--- src/rtl/pong_pkg.sv ---
// Shared definitions for the pong frame sequencer: FSM state encoding,
// X/Y coordinate packing helpers and score byte indices.
package pong_pkg;

   typedef enum logic [2:0] {
      IDLE   = 3'd0,
      SERVE  = 3'd1,
      READY  = 3'd2,
      ISSUE  = 3'd3,
      WAIT   = 3'd4,
      COMMIT = 3'd5,
      OVER   = 3'd6
   } state_t;

   // Score word layout: right player in byte 1, left player in byte 0.
   localparam int SCORE_LEFT_IDX  = 0;
   localparam int SCORE_RIGHT_IDX = 1;

   // Coordinates travel as {X, Y} in one 32-bit word.
   function automatic logic [31:0] pack_xy(input logic [15:0] x, input logic [15:0] y);
      return {x, y};
   endfunction

   function automatic logic [15:0] unpack_x(input logic [31:0] p);
      return p[31:16];
   endfunction

   function automatic logic [15:0] unpack_y(input logic [31:0] p);
      return p[15:0];
   endfunction

   function automatic logic [7:0] score_byte(input logic [15:0] s, input int idx);
      return s[idx*8 +: 8];
   endfunction

   // Lowest paddle top position that keeps the paddle on screen; a screen
   // shorter than the paddle pins it at the top.
   function automatic logic [15:0] paddle_max_y(input logic [15:0] height,
                                                input logic [15:0] len);
      return (height > len) ? (height - len) : 16'd0;
   endfunction

endpackage

--- src/rtl/paddle_input_ctrl.sv ---
// Right paddle Y register driven by the player buttons. Moves one step per
// enable pulse, saturating at 0 and at max_y; load recentres it on a serve.
module paddle_input_ctrl import pong_pkg::*; #(
   parameter int PADDLE_STEP = 2
) (
   input  logic        clk,
   input  logic        rst,
   input  logic        load,
   input  logic [15:0] load_y,
   input  logic        en,
   input  logic        btn_up,
   input  logic        btn_down,
   input  logic [15:0] max_y,
   output logic [15:0] y
);

   localparam logic [16:0] STEP17 = 17'(PADDLE_STEP);

   logic [16:0] up_sum;
   logic [16:0] dn_sum;
   logic [15:0] y_next;

   // Compute the saturated next position in 17 bits so neither edge can wrap.
   always_comb begin
      // NOTE: every combinational output gets a default first so no path leaves it unassigned (no latch).
      y_next = y;
      up_sum = {1'b0, y} - STEP17;
      dn_sum = {1'b0, y} + STEP17;
      if (btn_up && !btn_down) begin
         y_next = up_sum[16] ? 16'd0 : up_sum[15:0];
      end else if (btn_down && !btn_up) begin
         y_next = (dn_sum > {1'b0, max_y}) ? max_y : dn_sum[15:0];
      end
   end

   // Position register: serve load has priority over a button step.
   always_ff @(posedge clk or posedge rst) begin
      // NOTE: state is updated with non-blocking assignments so every register samples pre-edge values.
      if (rst) begin
         y <= 16'd0;
      end else if (load) begin
         y <= load_y;
      end else if (en) begin
         y <= y_next;
      end
   end

endmodule

--- src/rtl/pong_frame_sequencer.sv ---
// Pong frame sequencer: serves the ball, issues operands to the game core
// once per frame tick, waits CORE_LATENCY cycles, commits the results and
// tracks score / end of game.
// Optional build macro PONG_PAUSE_EN adds a 'pause' level input that blocks
// frame ticks in READY and freezes the latency counter in WAIT.
module pong_frame_sequencer import pong_pkg::*; #(
   parameter int CORE_LATENCY = 1,
   parameter int PADDLE_STEP  = 2,
   parameter int PADDLE_LEN   = 16,
   parameter int WIN_SCORE    = 11,
   parameter int SERVE_VX     = 1,
   parameter int SERVE_VY     = 1
) (
   input  logic        clk,
   input  logic        rst,
`ifdef PONG_PAUSE_EN
   input  logic        pause,
`endif
   input  logic        frameTick,
   input  logic        startGame,
   input  logic        btnUp,
   input  logic        btnDown,
   input  logic [31:0] dimensions,
   output logic [31:0] ballPosition,
   output logic [31:0] ballVelocity,
   output logic [31:0] leftPaddlePosition,
   output logic [31:0] rightPaddlePosition,
   output logic        coreRst,
   input  logic [15:0] scoreIn,
   input  logic [31:0] ballPositionIn,
   input  logic [31:0] ballVelocityIn,
   input  logic [31:0] leftPaddlePositionIn,
   output logic        frameDone,
   output logic        gameOver,
   output logic [1:0]  winner,
   output logic        overrun
);

   localparam logic [7:0]  LAT_INIT = 8'(CORE_LATENCY);
   localparam logic [7:0]  WIN_B    = 8'(WIN_SCORE);
   localparam logic [15:0] LEN_W    = 16'(PADDLE_LEN);
   localparam logic [15:0] VX_POS   = 16'(SERVE_VX);
   localparam logic [15:0] VX_NEG   = 16'(-SERVE_VX);
   localparam logic [15:0] VY_POS   = 16'(SERVE_VY);

   state_t      state_q, state_d;
   logic [7:0]  lat_cnt_q, lat_cnt_d;

   logic [31:0] ball_pos_q, ball_vel_q, left_pad_q;
   logic [15:0] right_x_q;
   logic [15:0] right_y;
   logic [15:0] score_q;
   logic        serve_left_q;
   logic        core_rst_q, frame_done_q, game_over_q, overrun_q;
   logic [1:0]  winner_q;

   logic        pause_act;
   logic [15:0] width, height, max_y;
   logic [7:0]  right_new, left_new;
   logic        right_win, left_win, game_end, score_changed, right_scored;
   logic        start_accept, tick_overrun;

`ifdef PONG_PAUSE_EN
   assign pause_act = pause;
`else
   assign pause_act = 1'b0;
`endif

   assign width  = unpack_x(dimensions);
   assign height = unpack_y(dimensions);
   assign max_y  = paddle_max_y(height, LEN_W);

   assign right_new     = score_byte(scoreIn, SCORE_RIGHT_IDX);
   assign left_new      = score_byte(scoreIn, SCORE_LEFT_IDX);
   assign right_win     = (right_new >= WIN_B);
   assign left_win      = (left_new >= WIN_B);
   assign game_end      = right_win || left_win;
   assign score_changed = (scoreIn != score_q);
   assign right_scored  = (right_new != score_byte(score_q, SCORE_RIGHT_IDX));

   assign start_accept = startGame && ((state_q == IDLE) || (state_q == OVER));
   assign tick_overrun = frameTick && ((state_q == ISSUE) || (state_q == WAIT) ||
                                       (state_q == COMMIT) || (state_q == SERVE));

   // State register and core-latency counter.
   always_ff @(posedge clk or posedge rst) begin
      if (rst) begin
         state_q   <= IDLE;
         lat_cnt_q <= 8'd0;
      end else begin
         state_q   <= state_d;
         lat_cnt_q <= lat_cnt_d;
      end
   end

   // Next-state and counter logic for the frame handshake.
   always_comb begin
      state_d   = state_q;
      lat_cnt_d = lat_cnt_q;
      case (state_q)
         IDLE:    if (startGame) state_d = SERVE;
         SERVE:   state_d = READY;
         READY:   if (frameTick && !pause_act) state_d = ISSUE;
         ISSUE: begin
            lat_cnt_d = LAT_INIT;
            state_d   = WAIT;
         end
         WAIT: begin
            if (!pause_act) begin
               if (lat_cnt_q <= 8'd1) begin
                  lat_cnt_d = 8'd0;
                  state_d   = COMMIT;
               end else begin
                  lat_cnt_d = lat_cnt_q - 8'd1;
               end
            end
         end
         COMMIT: begin
            if (game_end)           state_d = OVER;
            else if (score_changed) state_d = SERVE;
            else                    state_d = READY;
         end
         OVER:    if (startGame) state_d = SERVE;
         default: state_d = IDLE;
      endcase
   end

   // Operand registers, score tracking and status flags.
   always_ff @(posedge clk or posedge rst) begin
      if (rst) begin
         ball_pos_q   <= '0;
         ball_vel_q   <= '0;
         left_pad_q   <= '0;
         right_x_q    <= '0;
         score_q      <= '0;
         serve_left_q <= 1'b0;
         core_rst_q   <= 1'b1;
         frame_done_q <= 1'b0;
         game_over_q  <= 1'b0;
         winner_q     <= 2'b00;
         overrun_q    <= 1'b0;
      end else begin
         core_rst_q   <= (state_d == SERVE);
         frame_done_q <= (state_d == COMMIT);

         if (start_accept) begin
            score_q      <= '0;
            serve_left_q <= 1'b0;
            game_over_q  <= 1'b0;
            winner_q     <= 2'b00;
            overrun_q    <= 1'b0;
         end else if (tick_overrun) begin
            overrun_q <= 1'b1;
         end

         if (state_q == SERVE) begin
            ball_pos_q <= pack_xy(width >> 1, height >> 1);
            ball_vel_q <= pack_xy(serve_left_q ? VX_NEG : VX_POS, VY_POS);
            left_pad_q <= pack_xy(16'd0, max_y >> 1);
            right_x_q  <= width - 16'd1;
         end

         if (state_q == COMMIT) begin
            ball_pos_q <= ballPositionIn;
            ball_vel_q <= ballVelocityIn;
            left_pad_q <= leftPaddlePositionIn;
            score_q    <= scoreIn;
            if (game_end) begin
               game_over_q <= 1'b1;
               winner_q    <= {right_win, left_win};
            end else if (score_changed) begin
               // Serve toward the scorer: a left-player point sends vx negative.
               serve_left_q <= !right_scored;
            end
         end
      end
   end

   paddle_input_ctrl #(
      .PADDLE_STEP (PADDLE_STEP)
   ) u_right_paddle (
      .clk      (clk),
      .rst      (rst),
      .load     (state_q == SERVE),
      .load_y   (max_y >> 1),
      .en       (state_q == COMMIT),
      .btn_up   (btnUp),
      .btn_down (btnDown),
      .max_y    (max_y),
      .y        (right_y)
   );

   assign ballPosition        = ball_pos_q;
   assign ballVelocity        = ball_vel_q;
   assign leftPaddlePosition  = left_pad_q;
   assign rightPaddlePosition = pack_xy(right_x_q, right_y);
   assign coreRst             = core_rst_q;
   assign frameDone           = frame_done_q;
   assign gameOver            = game_over_q;
   assign winner              = winner_q;
   assign overrun             = overrun_q;

endmodule

--- config.mk ---
export PLATFORM = sky130hd
export DESIGN_NAME = pong_frame_sequencer
export DESIGN_NICKNAME = d
export VERILOG_FILES = /design/src/rtl/pong_pkg.sv /design/src/rtl/paddle_input_ctrl.sv /design/src/rtl/pong_frame_sequencer.sv
export SDC_FILE = /design/constraint.sdc
export NUM_CORES = 1
export LEC_CHECK = 0
export BUFFER_PORTS_ARGS = -buffer_cell sky130_fd_sc_hd__clkbuf_2
export CORE_ASPECT_RATIO = 1.2
export CORE_UTILIZATION = 45
export CTS_CLUSTER_DIAMETER = 100
export DETAILED_ROUTE_END_ITERATION = 16
export GPL_ROUTABILITY_DRIVEN = 0
export PLACE_DENSITY = 0.71
export SLEW_MARGIN = 20
export SYNTH_ARGS = -nofsm -noshare
export SYNTH_HDL_FRONTEND = slang
export SYNTH_HIERARCHICAL = 1
export SYNTH_SLANG_ARGS = --single-unit
--- constraint.sdc ---
create_clock -name clk -period 7.9 [get_ports clk]
set_input_delay 0.79 -clock clk [delete_from_list [all_inputs] [get_ports clk]]
set_output_delay 0.79 -clock clk [all_outputs]
set_load 0.02 [all_outputs]
### Word-level counts from Yosys, hierarchy flattened

Index checks and enable logic that the tools add are counted.
Widths: inputs -> output; s select.

| word-level totals | value |
|---|---|
| input port bits | 150 |
| logic and storage cells | 90 |
| output and inout port bits | 134 |
| flip-flop bits (word level) | 162 |

| cells by class | value |
|---|---|
| muxes and demuxes | 36 |
| add/subtract/negate cells | 5 |
| $lt $le $gt $ge | 5 |
| equal/unequal tests | 10 |
| reduce and logical (&&, ||, !) cells | 20 |

Operators by type and width:

| kind | count |
|---|---|
| $mux 32 | 6 |
| $mux 16 | 10 |
| $pmux 3 s6 | 1 |
| $add 16x2->17 const B | 1 |
| $gt 17x16->1 | 1 |
| $sub 16x2->17 const B | 1 |
| $ge 8x4->1 const B | 2 |
| $gt 16x5->1 const B | 1 |
| $ne 16x16->1 | 1 |
| $pmux 8 s2 | 1 |
| $sub 16x1->16 const B | 1 |
| $sub 16x5->16 const B | 1 |
| $eq 3x3->1 const B | 4 |
| $mux 3 | 4 |
| $mux 1 | 9 |
| $le 8x1->1 const B | 1 |
| $mux 2 | 4 |
| $mux 8 | 1 |
| $ne 8x8->1 | 1 |
| $reduce_bool 2->1 | 4 |
| $sub 8x1->8 const B | 1 |
| $eq 3x1->1 const B | 2 |
| $eq 3x2->1 const B | 2 |
| $logic_or 1x1->1 | 5 |
| other kinds (6) | 11 |

### Depth between registers and ports, before layout

| logic depth | value |
|---|---|
| word-level depth | 8 |
| gate-level depth with buffers | 16 |
| depth with buffers taken out | 15 |

### Hierarchy

Netlist, hierarchy kept.

By module, submodules not included:

| module | area an instance (µm²) | instances | cells each | sequential area each (µm²) |
|---|---|---|---|---|
| pong_frame_sequencer | 6845.3 | 1 | 698 | 3654.8 |
| paddle_input_ctrl | 2140.8 | 1 | 303 | 400.4 |

### Least setup slack after synthesis

OpenSTA, ideal clock, no wires.

| timing | value |
|---|---|
| path type | input to register |
| start point | in dimensions[5] |
| end point | reg u_right_paddle.y[3] |
| setup time | 0.065 ns |
| arrival time | 3.774 ns |
| setup slack | 4.061 ns |
| stages on the path | 16 |
| path buffers | 2 |
| cells stage by stage | inv_1 > ha_1 > nand2_1 > a21oi_1 > clkbuf_1 > nor2_1 > inv_1 > ha_1 > a21oi_1 > o21ai_0 > a2111oi_0 > o211a_1 > buf_2 > nor2_2 > a2111oi_0 > o22a_1 |

| on the way | value |
|---|---|
| word-level cells in the longest chain between the ends | 8 |
| elaborated cells on any way between the ends | 9 |
| those cells by class | add/sub (1); order compare (2); mux (6) |

Ends and longest elaborated chain:

| item | RTL line | RTL |
|---|---|---|
| start, declared | pong_frame_sequencer.sv:23 | `input logic [31:0] dimensions,` |
| $gt 16x5->1 * | pong_pkg.sv:40 | `return (height > len) ? (height - len) : 16'd0;` |
| $mux 16 * | pong_pkg.sv:40 |  |
| net max_y[4] | pong_frame_sequencer.sv:58 | `logic [15:0] width, height, max_y;` |
| $gt 17x16->1 | paddle_input_ctrl.sv:32 | `y_next = (dn_sum > {1'b0, max_y}) ? max_y : dn_sum[15:0];` |
| $mux 16 | paddle_input_ctrl.sv:32 |  |
| $mux 16 | paddle_input_ctrl.sv:31 | `end else if (btn_down && !btn_up) begin` |
| $mux 16 | paddle_input_ctrl.sv:29 | `if (btn_up && !btn_down) begin` |
| $mux 16 | paddle_input_ctrl.sv:43 | `end else if (en) begin` |
| $mux 16 * | paddle_input_ctrl.sv:41 | `end else if (load) begin` |
| end signal, assigned | paddle_input_ctrl.sv:42 | `y <= load_y;` |
| end signal, assigned | paddle_input_ctrl.sv:44 | `y <= y_next;` |
| end, declared | paddle_input_ctrl.sv:14 | `output logic [15:0] y` |

Mark *: on every way through the listed nets, which the timed path passes. The rest lies on a longest branch. The select of a mux whose other input is x is not followed.
A chain may end at the register's enable or synchronous reset.

### Worst setup path in the final report

| timing | value |
|---|---|
| start point | reg state_q[2] |
| end point | reg u_right_paddle.y[3] |

| on the way | value |
|---|---|
| word-level cells in the longest chain between the ends | 3 |
| elaborated cells on any way between the ends | 6 |
| those cells by class | eq/ne (2); mux (1); reduce/logical (3) |

Ends and longest elaborated chain:

| item | RTL line | RTL |
|---|---|---|
| start, declared | pong_frame_sequencer.sv:46 | `state_t state_q, state_d;` |
| start signal, assigned | pong_frame_sequencer.sv:91 | `state_q <= state_d;` |
| $eq 3x1->1 / $eq 3x3->1 (equally long branches) | pong_frame_sequencer.sv:184, pong_frame_sequencer.sv:186 |  |
| $reduce_bool 3->1 (no source line) / $reduce_bool 2->1 (equally long branches) | - |  |
| $reduce_and 2->1 (no source line) | - |  |

Several ways; a longest one is shown, not always the timed one.

==> summary.txt <==
Status
  • Status: complete, no violations

CTS
  • Post-CTS Resized: 0
  • Post-CTS Setup Bufs: 0
  • CTS Buf Count: 17
  • CTS Sinks: 162
  • Hold buffers post-CTS: 0
  • Clock Pin Slew Worst Setup and Hold Paths: 70 ps
  • Clock H-tree levels: 4
  • CTS tree: yes
  • Clock tree buffer depth: 2
  • Clk Tree Root Cell: clkbuf_16
  • Clk_lat worst skew: 430 ps

Synth
  • Synth Instances: 1001
  • Post-synthesis net count: 1174
  • Yosys warns: 6
  • Async SR Flop Fraction: 1.00
  • Register area share after synthesis: 0.451
  • EDFF count, synth: 0
  • Yosys reg bits: 162
  • Synth Cell Area: 8990 sq um
  • Avg Inst Size Synth: 8.98 sq um
  • Ys flop type: dfrtp_1
  • Count of cell types in the netlist: 67

Drt
  • Final WL: 27200 um
  • Initial DRC count: 617
  • Remaining antenna violation count: 0
  • DRC Markers: 0
  • WL per Instance: 17.9 um
  • Via count: 8497
  • Drt pass-1 iters: 6
  • Vias per cell: 5.60

STA
  • Hold_ws: 464 ps
  • Fin. Hold Viols: 0
  • Slew headroom: 0.312
  • Setup TNS Final: 0 ps
  • Worst-Margin Slew: 1030 ps
  • Tmin final: 4560 ps
  • Final Skew: 11.1 ps
  • RSZ-0062 raised after global routing: no
  • Max Freq: 219 MHz
  • Period utilization: 0.578
  • Fin. max-slew vios: 0
  • Final setup violation count: 0

Layout
  • Ratio of cells with drive above 1 in the final layout: 0.276
  • Nets: 1415
  • Most frequent cells in the layout: clkbuf_2, dfrtp_1, nand2_1
  • Multi-input gate area: 4540 sq um
  • Storage cell area: 4060 sq um
  • Final std cells w/o fill: 1517
  • Synthesis-to-layout area growth: 23.8%
  • Filler cell count: 1792
  • Commonest non-fill, non-tap cell in the layout: clkbuf_2

Worst setup path
  • Arr. time, crit path: 4930 ps
  • R2R Path Start: state_q[2]$_DFF_PP0_
  • Critical path type: flop to flop
  • Startpoint Class: flop
  • CP endpoint kind: flop
  • Reg2reg setup slack: 3340 ps
  • Critical R2R Capture: u_right_paddle/y[3]$_DFFE_PP0P_
  • Crit-path max FO: 74
  • CP required: 8260 ps
  • Cell depth of the worst flop-to-flop path: 9

Power and ir drop
  • Sequential share of power: 0.349
  • Overall power consumption: 4530 uW
  • Max VDD drop: 167 uV
  • P_sw: 2070 uW
  • Clock power frac: 0.191
  • Internal power: 2470 uW
  • Leakage power: 0.00551 uW
  • Pwr dens: 407 nW/um^2
  • Switching share of power: 0.456
  • Combinational power share: 0.460

Global route
  • First-pass GRT wire length: 42100 um
  • Gr ovfl total: 0
  • Largest net degree at the start of global routing: 83
  • Antenna violations before repair: 1
  • GRT Overall Usage: 0.269
  • Number of global-route vias before repair: 8044

Die
  • IO Count: 284
  • Initial Util: 0.460
  • Total core area: 19500 sq um
  • # rows: 56
  • Die area: 20500 sq um
  • Horiz. Die Dim: 131 um
  • Die H: 157 um

Job
  • Max-Cap Viols: 0

Hold path
  • Hold crit path type: input port to asynchronous set/reset pin

Place
  • Buffers on Ports: 283
  • Post-placement cell count: 1484
  • HPWL Detailed: 19900 um
critical path, cell delays in order, from the launching register on:
cell and delay (ps):
dfrtp_4 1060, and2b_1 310, nand2_1 490, inv_2 950
o21a_1 670, nor2_1 140, nor2_2 140, a221oi_1 80
a2111oi_0 440, o22a_1 180
synthesized netlist by cell type, types with 15 or more instances:
cell / instances / area [sq um]
dfrtp_1: 161 / 4030
nand2_1: 151 / 567
o21ai_0: 91 / 455
a21oi_1: 59 / 295
nor2_1: 56 / 210
nand3_1: 47 / 235
clkbuf_1: 43 / 161
a22o_1: 35 / 307
inv_1: 31 / 116
xor2_1: 31 / 272
mux2i_1: 30 / 300
nor3_1: 25 / 125
ha_1: 23 / 288
xnor2_1: 23 / 201
nor4_1: 16 / 100
o21ai_1: 15 / 75.1
layout make-up:
type / count / share of cell area
Timing Repair Buffer: 286 / 0.129
Inverter: 34 / 0.0119
Multi-Input combinational cell: 741 / 0.408
Clock inverter: 13 / 0.0150
Tap cell: 261 / 0.0294
Sequential cell: 162 / 0.365
Antenna cell: 1 / 0.000225
Clock buffer: 19 / 0.0407
worst max-delay path by stage:
stage | cells past startpoint | start | end | slack (ps)
after floorplan | 1 | rst | ballPosition[0]$_DFFE_PP0P_ | 3190
after global placement | 14 | dimensions[0] | u_right_paddle/y[4]$_DFFE_PP0P_ | 3260
after detailed placement | 15 | dimensions[4] | u_right_paddle/y[3]$_DFFE_PP0P_ | 3130
after CTS | 9 | state_q[2]$_DFF_PP0_ | u_right_paddle/y[3]$_DFFE_PP0P_ | 3340
after global routing | 9 | state_q[2]$_DFF_PP0_ | u_right_paddle/y[3]$_DFFE_PP0P_ | 2980
final | 9 | state_q[2]$_DFF_PP0_ | u_right_paddle/y[3]$_DFFE_PP0P_ | 3340
routing by layer:
layer  global-route usage  share of wire
met4                0.117          0.034
met1                0.334           0.42
met3               0.0632          0.062
met2                0.443           0.48
met5                    0        0.00037
registers in the layout, summed over array words and instances, names as in the netlist:
| name | count |
|---|---|
| overrun | 1 |
| gameOver | 1 |
| ballPosition | 32 |
| ballVelocity | 32 |
| u_right_paddle/y | 16 |
| winner | 2 |
| coreRst | 1 |
| right_x_q | 16 |
| score_q | 16 |
| frameDone | 1 |
| serve_left_q | 1 |
| lat_cnt_q | 8 |
| leftPaddlePosition | 32 |
| state_q | 3 |
logic make-up (layout without fill, tap and decap cells):
group,after synthesis,in the layout,synth area share
simple gates,365,365,0.198
fa+ha+maj,23,23,0.0320
other cells,1,2,0.000417
compound gates,268,268,0.188
flops,162,162,0.451
xor+xnor,54,54,0.0526
buf+inv,98,352,0.0448
mux,30,30,0.0334
per-stage QoR:
stage          area, sq um  setup WS [ps]  utilization
3_3_place_gp         10500           3260        0.537
3_5_place_dp         10500           3130        0.537
5_1_grt              11100           2980        0.569
6_report             11100           3340        0.569
2_1_floorplan         8990           3190            -
4_1_cts              11100           3340        0.569
power by group through the flow:
stage,logic [uW],registers [uW],clock network [uW]
final,2080,1580,865
after global routing,2290,1650,920
after global placement,2050,1580,0
after detailed placement,2080,1590,0
after CTS,2090,1580,882
after floorplan,1150,1810,0
(Power assumes the default switching activity.)
